==> config.mk <==
export PLATFORM = sky130hd
export DESIGN_NAME = sdram_arbiter
export DESIGN_NICKNAME = d
export VERILOG_FILES = /design/src/rtl/sdram_arb_pkg.sv /design/src/rtl/sdram_arb_pend_fifo.sv /design/src/rtl/sdram_arbiter.sv
export SDC_FILE = /design/constraint.sdc
export NUM_CORES = 1
export LEC_CHECK = 0
export CAP_MARGIN = 30
export CELL_PAD_IN_SITES_DETAIL_PLACEMENT = 1
export CELL_PAD_IN_SITES_GLOBAL_PLACEMENT = 2
export CORE_MARGIN = 4
export CORE_UTILIZATION = 30
export CTS_CLUSTER_DIAMETER = 50
export DETAILED_ROUTE_END_ITERATION = 16
export PLACE_DENSITY_LB_ADDON = 0.1
export RECOVER_POWER = 25
export SLEW_MARGIN = 30
export SYNTH_ARGS = -nofsm -noshare
export SYNTH_HDL_FRONTEND = slang
export SYNTH_SLANG_ARGS = --single-unit
export TNS_END_PERCENT = 5
==> constraint.sdc <==
create_clock -name clk_clk -period 11.9 [get_ports clk_clk]
set_input_delay 1.785 -clock clk_clk [delete_from_list [all_inputs] [get_ports clk_clk]]
set_output_delay 1.785 -clock clk_clk [all_outputs]
set_load 0.02 [all_outputs]
==> src/rtl/sdram_arb_pkg.sv <==
// sdram_arb_pkg: shared types and helpers for the two-master SDRAM arbiter
package sdram_arb_pkg;
   localparam int PEND_BC_W = 8;
   typedef enum logic [1:0] {IDLE, GNT0, GNT1} state_t;
   typedef logic owner_t;
   localparam owner_t OWNER_VGA = 1'b0;
   localparam owner_t OWNER_CPU = 1'b1;
   typedef struct packed {
      owner_t                 owner;
      logic [PEND_BC_W-1:0]   burstcount;
   } pend_entry_t;
   function automatic logic [PEND_BC_W-1:0] norm_bc(input logic [PEND_BC_W-1:0] bc);
      return (bc == '0) ? PEND_BC_W'(1) : bc;
   endfunction
endpackage

==> src/rtl/sdram_arb_pend_fifo.sv <==
// sdram_arb_pend_fifo: outstanding read-burst FIFO, push on full is legal when popping
module sdram_arb_pend_fifo
   import sdram_arb_pkg::*;
#(
   parameter int DEPTH = 8
) (
   input  logic        clk,
   input  logic        rst_n,
   input  logic        push,
   input  logic        pop,
   input  pend_entry_t din,
   output pend_entry_t head,
   output logic        full,
   output logic        empty
);
   localparam int AW = $clog2(DEPTH);
   pend_entry_t mem [DEPTH];
   logic [AW:0] wp, rp;
   logic wr, rd;
   assign empty = wp == rp;
   assign full  = (wp[AW] != rp[AW]) && (wp[AW-1:0] == rp[AW-1:0]);
   assign rd    = pop && !empty;
   assign wr    = push && (!full || rd);
   assign head  = mem[rp[AW-1:0]];
   always_ff @(posedge clk) begin
      if (wr) mem[wp[AW-1:0]] <= din;
   end
   always_ff @(posedge clk) begin
      if (!rst_n) begin
         wp <= '0;
         rp <= '0;
      end else begin
         if (wr) wp <= wp + 1'b1;
         if (rd) rp <= rp + 1'b1;
      end
   end
endmodule

==> src/rtl/sdram_arbiter.sv <==
// sdram_arbiter: fixed-priority two-master Avalon-MM arbiter with starvation guard and read routing
module sdram_arbiter
   import sdram_arb_pkg::*;
#(
   parameter int ADDR_W     = 25,
   parameter int DATA_W     = 16,
   parameter int BURST_W    = 8,
   parameter int STARVE_MAX = 64,
   parameter int MAX_PEND   = 8
) (
   input  logic                clk_clk,
   input  logic                reset_reset_n,
   input  logic [ADDR_W-1:0]   m0_address,
   input  logic                m0_read,
   input  logic [BURST_W-1:0]  m0_burstcount,
   output logic                m0_waitrequest,
   output logic [DATA_W-1:0]   m0_readdata,
   output logic                m0_readdatavalid,
   input  logic [ADDR_W-1:0]   m1_address,
   input  logic                m1_read,
   input  logic                m1_write,
   input  logic [DATA_W-1:0]   m1_writedata,
   input  logic [DATA_W/8-1:0] m1_byteenable,
   input  logic [BURST_W-1:0]  m1_burstcount,
   output logic                m1_waitrequest,
   output logic [DATA_W-1:0]   m1_readdata,
   output logic                m1_readdatavalid,
   output logic [ADDR_W-1:0]   s_address,
   output logic                s_read,
   output logic                s_write,
   output logic [DATA_W-1:0]   s_writedata,
   output logic [DATA_W/8-1:0] s_byteenable,
   output logic [BURST_W-1:0]  s_burstcount,
   input  logic                s_waitrequest,
   input  logic [DATA_W-1:0]   s_readdata,
   input  logic                s_readdatavalid,
   output logic [1:0]          grant,
   output logic                rd_orphan
);
   localparam int SW = $clog2(STARVE_MAX + 1);
   localparam logic [SW-1:0] STARVE_TOP = SW'(STARVE_MAX);
   state_t               state;
   logic [PEND_BC_W-1:0] wr_cnt, ret_cnt, bc_n;
   logic [SW-1:0]        starve_cnt;
   logic                 g0, g1, wr_busy, m1_req, m0_elig, m1_elig;
   logic                 rd_acc, wr_acc, rdv, hit, last, full, empty;
   pend_entry_t          push_entry, head;
   assign g0      = reset_reset_n && state == GNT0;
   assign g1      = reset_reset_n && state == GNT1;
   assign grant   = {g1, g0};
   assign wr_busy = wr_cnt != '0;
   assign m1_req  = m1_read || m1_write;
   assign m0_elig = m0_read && !full;
   assign m1_elig = m1_write || (m1_read && !full);
   assign bc_n    = norm_bc(PEND_BC_W'(m1_burstcount));
   assign s_address    = g1 ? m1_address : m0_address;
   assign s_read       = (g0 && m0_read) || (g1 && m1_read && !m1_write && !wr_busy);
   assign s_write      = g1 && m1_write;
   assign s_writedata  = m1_writedata;
   assign s_byteenable = g1 ? m1_byteenable : '1;
   assign s_burstcount = g1 ? m1_burstcount : m0_burstcount;
   assign m0_waitrequest = !g0 || s_waitrequest;
   assign m1_waitrequest = !g1 || s_waitrequest;
   assign rd_acc = s_read && !s_waitrequest;
   assign wr_acc = s_write && !s_waitrequest;
   assign push_entry = '{owner: g1 ? OWNER_CPU : OWNER_VGA,
                         burstcount: norm_bc(PEND_BC_W'(s_burstcount))};
   // Return path: the FIFO head owns every beat until its burst is complete
   assign rdv  = reset_reset_n && s_readdatavalid;
   assign hit  = rdv && !empty;
   assign last = hit && ret_cnt == head.burstcount - 1'b1;
   assign m0_readdata      = s_readdata;
   assign m1_readdata      = s_readdata;
   assign m0_readdatavalid = hit && head.owner == OWNER_VGA;
   assign m1_readdatavalid = hit && head.owner == OWNER_CPU;
   sdram_arb_pend_fifo #(.DEPTH(MAX_PEND)) u_pend (
      .clk   (clk_clk),
      .rst_n (reset_reset_n),
      .push  (rd_acc),
      .pop   (last),
      .din   (push_entry),
      .head  (head),
      .full  (full),
      .empty (empty)
   );
   always_ff @(posedge clk_clk) begin
      if (!reset_reset_n) begin
         state      <= IDLE;
         wr_cnt     <= '0;
         ret_cnt    <= '0;
         starve_cnt <= '0;
         rd_orphan  <= 1'b0;
      end else begin
         if (state != GNT1 && m1_req && starve_cnt != STARVE_TOP) starve_cnt <= starve_cnt + 1'b1;
         if (rdv && empty) rd_orphan <= 1'b1;
         if (hit) ret_cnt <= last ? '0 : ret_cnt + 1'b1;
         case (state)
            IDLE:
               if (m1_elig && starve_cnt == STARVE_TOP) begin
                  state      <= GNT1;
                  starve_cnt <= '0;
               end else if (m0_elig) begin
                  state <= GNT0;
               end else if (m1_elig) begin
                  state      <= GNT1;
                  starve_cnt <= '0;
               end
            GNT0:
               if (rd_acc || !m0_read) state <= IDLE;
            GNT1:
               if (wr_acc) begin
                  wr_cnt <= wr_busy ? wr_cnt - 1'b1 : bc_n - 1'b1;
                  if (wr_busy ? wr_cnt == 1 : bc_n == 1) state <= IDLE;
               end else if (!wr_busy && (rd_acc || !m1_req)) begin
                  state <= IDLE;
               end
            default: state <= IDLE;
         endcase
      end
   end
endmodule

---- Word-level counts from Yosys, hierarchy flattened ----
Memories as Yosys holds them, arrays and structs flattened. A register that Yosys moved wholly into a read port is not among the register bits.
Index checks and enable logic that the tools add are counted.
storage, ports and cells
  register bits after elaboration ......... 34
  bits in latches ......................... 0
  bits in writable memories ............... 72
  bits in read-only memories .............. 0
  bits of input ports ..................... 107
  output and inout bits ................... 92
  word-level logic and storage cells ...... 104
  memories ................................ 1
memories
  memory      words  bits a word  read ports  clocked after Yosys merged registers in  write ports  RTL line                   RTL
  u_pend.mem  8      9            1           1                                        1            sdram_arb_pend_fifo.sv:17  pend_entry_t mem [DEPTH];
cells by class
  $add $sub $neg .......................... 7
  $mul .................................... 0
  divide/modulo/power cells ............... 0
  magnitude comparators ................... 0
  equal/unequal tests ..................... 15
  shifts and indexed selects .............. 0
  mux-type cells .......................... 26
  bitwise gates (word level) .............. 1
  reduce and logical (&&, ||, !) cells .... 47
operator list
  cell                 number
  $mux 8               5
  $mux 7               5
  $mux 25              1
  $logic_and 1x1->1    24
  $sub 8x1->8 const B  3
  $eq 8x1->1 const B   2
  $logic_not 8->1      2
  $mux 2               8
  $logic_not 1->1      9
  $add 4x1->4 const B  2
  $add 8x1->8 const B  1
  $eq 8x8->1           1
  $logic_or 1x1->1     8
  $reduce_bool 8->1    1
  $add 7x1->7 const B  1
  $eq 7x7->1 const B   1
  $ne 7x7->1 const B   1
  $mux 3               2
  $ne 3x2->1 const B   2
  $pmux 2 s3           1
  $eq 4x4->1           1
  $mux 1               4
  $ne 4x4->1 const B   1
  $reduce_and 4->1     1
  other kinds (9)      9

---- Logic depth before layout (Yosys ltp) ----
  depth in word-level cells ............... 12
  depth in mapped cells ................... 13

---- Cells and area by module ----
Synthesis repeated with hierarchy kept, for this count alone.
unflattened totals
  cell total of the unflattened synthesis .. 524
  area, all modules ....................... 6152.2 sq um
modules (own cells, without submodules)
  module               times used  cells an instance  area an instance (sq um)
  sdram_arb_pend_fifo  1           175                3289.4
  sdram_arbiter        1           349                2862.7

---- Worst setup path after synthesis ----
No wires, ideal clock.
  path kind ............................... input to register
  from .................................... input m1_read
  to ...................................... memory u_pend.mem[2][0] in the netlist's numbering (enable)
  library setup time ...................... 403 ps
  arrival ................................. 4369 ps
  data required time ...................... 11497 ps
  slack ................................... 7128 ps
  stages on the path ...................... 5
  path through ............................ inv_1 o41ai_1 nor2b_1 o21ai_2 nor4b_1
between the ends
  longest elaborated chain between the ends .. 8
ends and longest elaborated chain
  what                             RTL line                   RTL
  start, declared                  sdram_arbiter.sv:20        input logic m1_read,
  $logic_and 1x1->1 (3 in series)  sdram_arbiter.sv:57        assign s_read = (g0 && m0_read) || (g1 && m1_read && !m1_write && !wr_busy);
  $logic_or 1x1->1                 sdram_arbiter.sv:57
  net s_read                       sdram_arbiter.sv:29        output logic s_read,
  $logic_and 1x1->1                sdram_arbiter.sv:64        assign rd_acc = s_read && !s_waitrequest;
  $logic_and 1x1->1                sdram_arb_pend_fifo.sv:23  assign wr = push && (!full || rd);
  $mux 1                           sdram_arb_pend_fifo.sv:26  if (wr) mem[wp[AW-1:0]] <= din;
  $mux 1 (implied by the code)     sdram_arb_pend_fifo.sv:26
  end, declared                    sdram_arb_pend_fifo.sv:17
The timed path passes the listed nets, and every way through them passes these cells.

---- Worst setup path after layout ----
  from .................................... input reset_reset_n
  to ...................................... output s_burstcount[6]
between the ends
  longest elaborated chain between the ends .. 2
ends and longest elaborated chain
  what               RTL line             RTL
  start, declared    sdram_arbiter.sv:12  input logic reset_reset_n,
  $logic_and 1x1->1  sdram_arbiter.sv:49  assign g1 = reset_reset_n && state == GNT1;
  $mux 8             sdram_arbiter.sv:61  assign s_burstcount = g1 ? m1_burstcount : m0_burstcount;
  end, declared      sdram_arbiter.sv:33  output logic [BURST_W-1:0] s_burstcount,
Every way passes these cells.

==> flow_summary.toml <==
[clock_network]
htreeDepth = 3
clockBufferDepth = 2
cts_tree = "built"
cts_setup_buffers = 0
ctsHoldBuffers = 0
clk_latency_ps = 350
cts_resized = 0
clkTransAtPathRegs_ps = 70
cts_sinks = 109
root_buffer = "clkbuf_16"
cts_made_buffers = 9

[die]
die_y_um = 150
die_x_um = 150
core_area_um2 = 19600
start_util_pct = 30.8
rows = 51
pin_count = 199
dieArea_um2 = 22400

[power_and_ir_drop]
pwr-share-clk_pct = 36.9
swShare_pct = 24.1
peakVddDrop_v = 0.0000897
p_int_mw = 0.624
power.leakage_nw = 2.62
pwr-share-seq_pct = 49.9
combPwrFrac_pct = 13.2
p_sw_mw = 0.198
p_per_area_nw_per_um2 = 110

[grt]
grt_max_degree = 44
grt_overflow = 0
grt_first_pass_wirelength_um = 26900
grt_usage_pct = 15.4
antenna_found_initial = 0
grt_pass1_vias = 4776

[synthesis]
syn_nets = 700
synth-warning-count = 0
ys_ff_latch = 109
seq_area_frac_synth_pct = 48.1
synth_edf_count = 72
async_reset_ff_share_pct = 0
yosysUniqueCellTypes = 63
ys.flop_type = "edfxtp_1"
syn_inst = 582
syn_area_um2 = 6030
synth_area_per_cell_um2 = 10.4

[placement]
hpwlAfterDp_um = 12600
place_inst = 900
io_buffers = 118
gp_congestion = 0.731

[sta]
fin_crit_sh_pct = 65.6
skew_ps = 7.38
relSlewSlack_pct = -17.4
setup_viol = 0
period_needed_ps = 7800
tightest_slew_ps = 1760
max_freq_ghz = 0.128
rsz0062_at_grt = "false"
hold_viol_final = 0
setup_tns_ps = 0
slew_viol_final = 39

[route]
wl_per_cell_um = 18.3
detail-route-antenna-nets = 0
drt_iter0_markers = 241
dr.pass1.iters = 4
route.vias.total = 4426
drt-total-wl_um = 16800
vias_per_cell = 4.83
drc_errors = 0

[worst_setup_path]
crit_required_ps = 10120
critPathLaunchType = "input port"
crit_type = "input port to output pin"
crit_arrival_ps = 6020
crit_fanout = 43
cp-end-kind = "output pin"

[cells_and_area]
drive_gt1_share_pct = 8.45
insertedDiodeCount = 0
seqCellArea_um2 = 2900
final.fill_count = 2197
multiInputGateArea_um2 = 2610
nets = 764
syn2layout_area_growth_pct = 23.6
final_cells = 916

[run_status]
failed_checks = "max-capacitance violations, max-slew violations"
status = "complete, but fails checks"

[min_path]
worstHoldPathType = "register to register"

[job]
drv_cap = 1
## cell type report
cell class                 count  area share [%]
multi-input combinational    381            35.0
clock inverter                 7            1.01
sequential                   109            39.0
inverter                      19           0.974
timing repair buffer         126            16.6
clock buffer                   9            3.02
tap                          265            4.45
## metrics by stage
stage | hold slack (ps) | power (mW) | util, % | cell area (um^2) | setup WS [ps]
CTS | 478 | 0.833 | 38.0 | 7450 | 5440
floorplan | 444 | 0.490 | - | 6030 | 7130
finish | 475 | 0.822 | 38.0 | 7450 | 4100
global placement | 458 | 0.527 | 36.4 | 7140 | 4920
detailed placement | 463 | 0.529 | 36.5 | 7150 | 5460
global route | 503 | 0.859 | 38.0 | 7450 | 3600
## worst max-delay path, stage by stage
cell             delay (ps)
dlygate4sd3_1           760
nand2_1                 130
clkbuf_1               1260
clkinv_2               1040
nand2_1                 300
nand2_1                 130
clkdlybuf4s50_1         570
## cell families after synthesis
family | after synthesis | synth area share [%]
xor gates and xnor gates | 28 | 4.07
adders and majority gates | 11 | 2.28
AOI/OAI and AO/OA | 63 | 7.03
muxes | 37 | 10.2
DFF | 109 | 48.1
and+or+nand+nor | 242 | 18.6
buffers and inverters | 92 | 9.73
## synth_stat cells, types with 3 or more instances
| cell type | number | share of area (%) |
|---|---|---|
| nor4b_1 | 4 | 0.58 |
| buf_4 | 53 | 6.6 |
| clkbuf_1 | 14 | 0.87 |
| nor2b_1 | 5 | 0.52 |
| mux4_2 | 17 | 6.3 |
| o31ai_1 | 4 | 0.50 |
| nand2b_1 | 9 | 0.93 |
| nor2_1 | 34 | 2.1 |
| mux2_1 | 4 | 0.75 |
| o211ai_1 | 4 | 0.50 |
| nand3_1 | 10 | 0.83 |
| nor3b_1 | 5 | 0.62 |
| dfxtp_1 | 37 | 12 |
| edfxtp_1 | 72 | 36 |
| a21oi_1 | 20 | 1.7 |
| and3_1 | 5 | 0.52 |
| xor2_1 | 10 | 1.5 |
| o21ai_1 | 3 | 0.25 |
| inv_1 | 17 | 1.1 |
| xnor2_1 | 18 | 2.6 |
| nor3_1 | 14 | 1.2 |
| mux2i_1 | 14 | 2.3 |
| nand4_1 | 8 | 0.83 |
| nor4_1 | 3 | 0.31 |
| ha_1 | 11 | 2.3 |
| or4_1 | 3 | 0.37 |
| nand2_1 | 127 | 7.9 |
| or3_1 | 4 | 0.41 |
| o21ai_0 | 11 | 0.91 |
## power by group through the flow
| stage | clock, mW | combinational [mW] | sequential [mW] |
|---|---|---|---|
| final | 0.303 | 0.108 | 0.410 |
| after global routing | 0.330 | 0.119 | 0.411 |
| after CTS | 0.312 | 0.111 | 0.410 |
| after detailed placement | 0 | 0.110 | 0.419 |
| after global placement | 0 | 0.108 | 0.419 |
| after floorplan | 0 | 0.0722 | 0.418 |
## cells in the final DEF, fill, tap and decap left out, types with 5 or more instances in the layout
| cell type | n |
|---|---|
| a21oi_1 | 20 |
| and3_1 | 5 |
| buf_4 | 7 |
| clkbuf_16 | 9 |
| clkdlybuf4s50_1 | 114 |
| dfxtp_1 | 37 |
| edfxtp_1 | 72 |
| ha_1 | 11 |
| inv_1 | 17 |
| mux2i_1 | 14 |
| mux4_2 | 17 |
| nand2_1 | 127 |
| nand2b_1 | 9 |
| nand3_1 | 10 |
| nand4_1 | 8 |
| nor2_1 | 34 |
| nor2b_1 | 5 |
| nor3_1 | 12 |
| nor3b_1 | 5 |
| o21ai_0 | 11 |
| xnor2_1 | 18 |
| xor2_1 | 10 |
## path summary, 6_finish.rpt
check | start | to | slack (ps) | cells past startpoint
max | reset_reset_n | s_burstcount[6] | 4100 | 7
min reg2reg | wr_cnt[6] | wr_cnt[6] | 470 | 2
max reg2reg | register | u_pend.mem[5][1] | 7400 | 9
min | wr_cnt[6] | wr_cnt[6] | 470 | 2
## layer usage
metal	global-route usage, %	wire length (um)	vias to the layer above
met1	19.9	7510	2138
met4	4.12	283	0
met5	0	0	-
met2	25.1	7910	118
li1	-	-	2141
met3	4.97	1100	29
## state kept, by name (all words and copies together) (netlist names), named ones only
| register | cells |
|---|---|
| rd_orphan | 1 |
| starve_cnt | 7 |
| u_pend.rp | 4 |
| u_pend.wp | 4 |
| u_pend.mem | 72 |
| state | 2 |
| wr_cnt | 8 |
| ret_cnt | 8 |
(Power assumes the default switching activity.)
==> RTL change 1 (same flow settings) <==
One comparison of `starve_cnt` changes from == to >=.
--- a/src/rtl/sdram_arbiter.sv
+++ b/src/rtl/sdram_arbiter.sv
@@ -96,7 +96,7 @@
          if (hit) ret_cnt <= last ? '0 : ret_cnt + 1'b1;
          case (state)
             IDLE:
-               if (m1_elig && starve_cnt == STARVE_TOP) begin
+               if (m1_elig && starve_cnt >= STARVE_TOP) begin
                   state      <= GNT1;
                   starve_cnt <= '0;
                end else if (m0_elig) begin
Function: no difference found for any inputs over 4 cycles, from zero or initial values and one cycle with reset_reset_n low; that may be too few to reach the edited logic, so the function may still have changed.
==> RTL change 1 against the unedited design <==
The flow still finishes with violations (capacitance limit, slew limit); critical endpoint is now s_burstcount[1]; largest power group unchanged; total power grew 0.97%; clock power grew 3%; final area shrank 1.6%; sequential power is essentially flat; wire length shrank 2.8%; sequential cell count is the same; synthesized area shrank 1.4%; setup slack gained 0.79 ns; highest routed layer unchanged.
==> RTL change 1: results (changes against the unedited design) <==
detailed_routing:
  routedLengthMet1_mm: 7.045  # was 7.514 mm
  wl_per_cell_um: 18.12  # was 18.35 um
finish:
  buf_share: 0.1646  # was 0.1661
  clock_area_frac: 0.04283  # was 0.04031
  final_area_sq_um: 7333  # was 7450 sq um
  drive_gt1_frac: 0.08006  # was 0.08449
  fillerInstances: 2142  # was 2197
  fin_cells: 902  # was 916
  layout.nets: 750  # was 764
  sh_seq_area: 0.3958  # was 0.3897
status:
  status: "complete, but fails checks"  # unchanged
  violations: "capacitance limit, slew limit"  # unchanged
global_routing:
  grt_pass1_vias: 4726  # was 4776
  gr-usage-all-layers: 0.1512  # was 0.1544
  use_met2: 0.2596  # was 0.2511
  use_met1: 0.1954  # was 0.1993
run:
  max_cap_violations: 2  # was 1
power:
  ir_worst_vdd_v: 0.00006743  # was 0.00008968 V
  p_leak_uw: 0.002599  # was 0.002618 uW
setup_path:
  path_max_fanout: 37  # was 43
  rr_endpoint: "u_pend.mem[4][0]$_DFFE_PP_"  # was u_pend.mem[5][1]$_DFFE_PP_
  arrival_ns: 5.23  # was 6.02 ns
  max_stage_delay_ns: 1.24  # was 1.26 ns
placed_design:
  dp_hpwl_mm: 12.30  # was 12.65 mm
  preCtsSetupSlack_ns: 5.265  # was 5.459 ns
  dp.cells: 886  # was 900
sta:
  clock_skew_ns: 0.01296  # was 0.007376 ns
  slew_violations: 38  # was 39
yosys:
  ys_top_cells_by_area: "edfxtp_1 36%, dfxtp_1 12%, nand2_1 8.3%"  # was edfxtp_1 36%, dfxtp_1 12%, nand2_1 7.9%
  syn_nets: 692  # was 700
[RTL change 1: worst min-delay path by stage]
| stage | slack (ns) | endpoint | cells past startpoint | from |
|---|---|---|---|---|
| global route | 0.53 | u_pend.rp[3]$_SDFFE_PN0P_ | 2 | u_pend.rp[3]$_SDFFE_PN0P_ |
| finish | 0.48 | rd_orphan$_SDFFE_PN0P_ | 2 | rd_orphan$_SDFFE_PN0P_ |
| floorplan | 0.44 | wr_cnt[1]$_SDFFE_PN0P_ | 2 | wr_cnt[1]$_SDFFE_PN0P_ |
| CTS | 0.49 | rd_orphan$_SDFFE_PN0P_ | 2 | rd_orphan$_SDFFE_PN0P_ |
| detailed placement | 0.47 | rd_orphan$_SDFFE_PN0P_ | 2 | rd_orphan$_SDFFE_PN0P_ |
| global placement | 0.46 | rd_orphan$_SDFFE_PN0P_ | 2 | rd_orphan$_SDFFE_PN0P_ |
[RTL change 1: logic make-up (layout without fill, tap and decap cells)]
group,Yosys count,count (layout),share of synthesized area
AOI/OAI and AO/OA,57,57,0.05874
xor gates and xnor gates,33,33,0.04863
adders and majority gates,11,11,0.02316
buffers and inverters,92,155,0.09663
DFF,109,109,0.4884
muxes,33,33,0.09768
and+or+nand+nor,239,239,0.1867
[RTL change 1: report_power, final]
group / internal, uW / leakage (uW) / switching [uW]
Clock: 153 / 0.000153 / 159
Combinational: 51.7 / 0.00150 / 55.8
Sequential: 407 / 0.000950 / 2.61
Total: 612 / 0.00260 / 218
[RTL change 1: tightest hold or removal path, cell delays in order (launching register included)]
cell     delay (ns)
dfxtp_1        0.33
a31oi_1        0.04
nor2_1         0.07
==> RTL change 2 (same flow settings) <==
Made on the original files. Change the parameter `STARVE_MAX` from 64 to 128.
--- a/src/rtl/sdram_arbiter.sv
+++ b/src/rtl/sdram_arbiter.sv
@@ -5,7 +5,7 @@
    parameter int ADDR_W     = 25,
    parameter int DATA_W     = 16,
    parameter int BURST_W    = 8,
-   parameter int STARVE_MAX = 64,
+   parameter int STARVE_MAX = 128,
    parameter int MAX_PEND   = 8
 ) (
    input  logic                clk_clk,
Formal check against the unedited RTL: same outputs for any inputs over 4 cycles, from zero or initial values and one cycle with reset_reset_n low; that may be too few to reach the edited logic, so the function may still have changed.
==> RTL change 2 against the unedited design <==
The run still ends with capacitance limit, slew limit left; non-clock buffer count is 2 higher; utilization hardly changed; highest routed layer unchanged; wire length down 4.8%; synthesized cell count shrank 1.9%; final area up 0.66%; sequential cell count is 1 higher; sequential power rose by 1%; total power shrank 0.53%; setup slack better by 0.51 ns; critical path type unchanged; synthesized area is 1.0% higher; fmax is 7.0% higher.
==> RTL change 2: results (changes against the unedited design) <==
status:
  status: "complete, but fails checks"  # unchanged
  violations: "capacitance limit, slew limit"  # unchanged
setup_path:
  path_max_fanout: 44  # was 43
  arrival_ns: 5.51  # was 6.02 ns
  max_stage_delay_ns: 1.23  # was 1.26 ns
  rr_endpoint: "u_pend.mem[3][1]$_DFFE_PP_"  # was u_pend.mem[5][1]$_DFFE_PP_
  slowest_stage: "clkinvlp_2"  # was clkbuf_1
yosys:
  synth_compound_area_frac: 0.05835  # was 0.07035
  synthMuxAreaShare: 0.1027  # was 0.1017
  ys_top_cells_by_area: "edfxtp_1 36%, dfxtp_1 12%, nand2_1 7.9%"  # unchanged
  synth_common_cells: "128 x nand2_1, 72 x edfxtp_1, 50 x buf_4, 38 x dfxtp_1, 23 x nor2_1"  # was 127 x nand2_1, 72 x edfxtp_1, 53 x buf_4, 37 x dfxtp_1, 34 x nor2_1
  synth_fa_ha_area_frac: 0.02260  # was 0.02283
  syn_inst: 571  # was 582
  synth_xor_area_frac: 0.05260  # was 0.04067
  syn_nets: 689  # was 700
  seq_area_frac_synth: 0.4800  # was 0.4814
global_routing:
  use_met3: 0.04997  # was 0.04967
  use_met2: 0.2400  # was 0.2511
  grt_pass1_vias: 4584  # was 4776
  grt_pass1_wl_mm: 25.19  # was 26.85 mm
  use_met1: 0.1793  # was 0.1993
  grt_max_degree: 45  # was 44
finish:
  fillerInstances: 2162  # was 2197
  sh_seq_area: 0.3898  # was 0.3897
  multi_input_area_sq_um: 2638  # was 2605 sq um
  layout.nets: 757  # was 764
  buf_share: 0.1670  # was 0.1661
  inv_count: 17  # was 19
  clock_area_frac: 0.03854  # was 0.04031
placed_design:
  dp.cells: 893  # was 900
  preCtsSetupSlack_ns: 5.924  # was 5.459 ns
  dp_hpwl_mm: 11.70  # was 12.65 mm
  place_congestion: 0.7126  # was 0.7305
detailed_routing:
  routedLengthMet1_mm: 6.924  # was 7.514 mm
  first_iter_violations: 217  # was 241
  vias_per_cell: 4.827  # was 4.832
sta:
  slew_violations: 45  # was 39
  fin_hold_ws_ns: 0.4846  # was 0.4747 ns
  clock_skew_ns: 0.008794  # was 0.007376 ns
  relSlewSlack: -0.04680  # was -0.1742
  final.min_clock_period_ns: 7.294  # was 7.802 ns
power:
  switching_power_uw: 205.5  # was 197.9 uW
  ir_worst_vdd_v: 0.00008124  # was 0.00008968 V
run:
  max_cap_violations: 1  # unchanged
worst_hold_path:
  hold_depth: 1  # was 2
  hold_end: "u_pend.wp[3]$_SDFFE_PN0P_"  # was wr_cnt[6]$_SDFFE_PN0P_
  min_from: "u_pend.wp[3]$_SDFFE_PN0P_"  # was wr_cnt[6]$_SDFFE_PN0P_
==> RTL change 2: changes by cell type in the layout (fill, tap and decap cells not counted), sizes merged, moves of 3 or more <==
cell    delta
and2      +12
a21oi     -11
nor2      -11
nor2b      +5
mux2       -4
nor3       -4
xor2       +4
a21boi     +3
nand3      +3
o21ai      -3
==> RTL change 2: logic make-up after synthesis <==
logic type,Yosys count
AOI/OAI and AO/OA,50
xor gates and xnor gates,35
adders and majority gates,11
buffers and inverters,88
DFF,110
muxes,33
and+or+nand+nor,244
==> RTL change 2: metrics by stage <==
step	power (uW)	util	instance area [sq um]
final	817.2	0.3803	7498
after global routing	855.8	0.3803	7498
after CTS	832.0	0.3805	7502
after detailed placement	535.1	0.3658	7213
after global placement	533.3	0.3654	7206
after floorplan	496.4	-	6090
==> RTL change 2: power groups by stage <==
stage	combinational, uW	sequential, uW	clock [uW]
2_1_floorplan	74.4	422	0
3_3_place_gp	110	423	0
3_5_place_dp	112	423	0
4_1_cts	113	414	305
5_1_grt	121	415	320
6_report	111	414	292
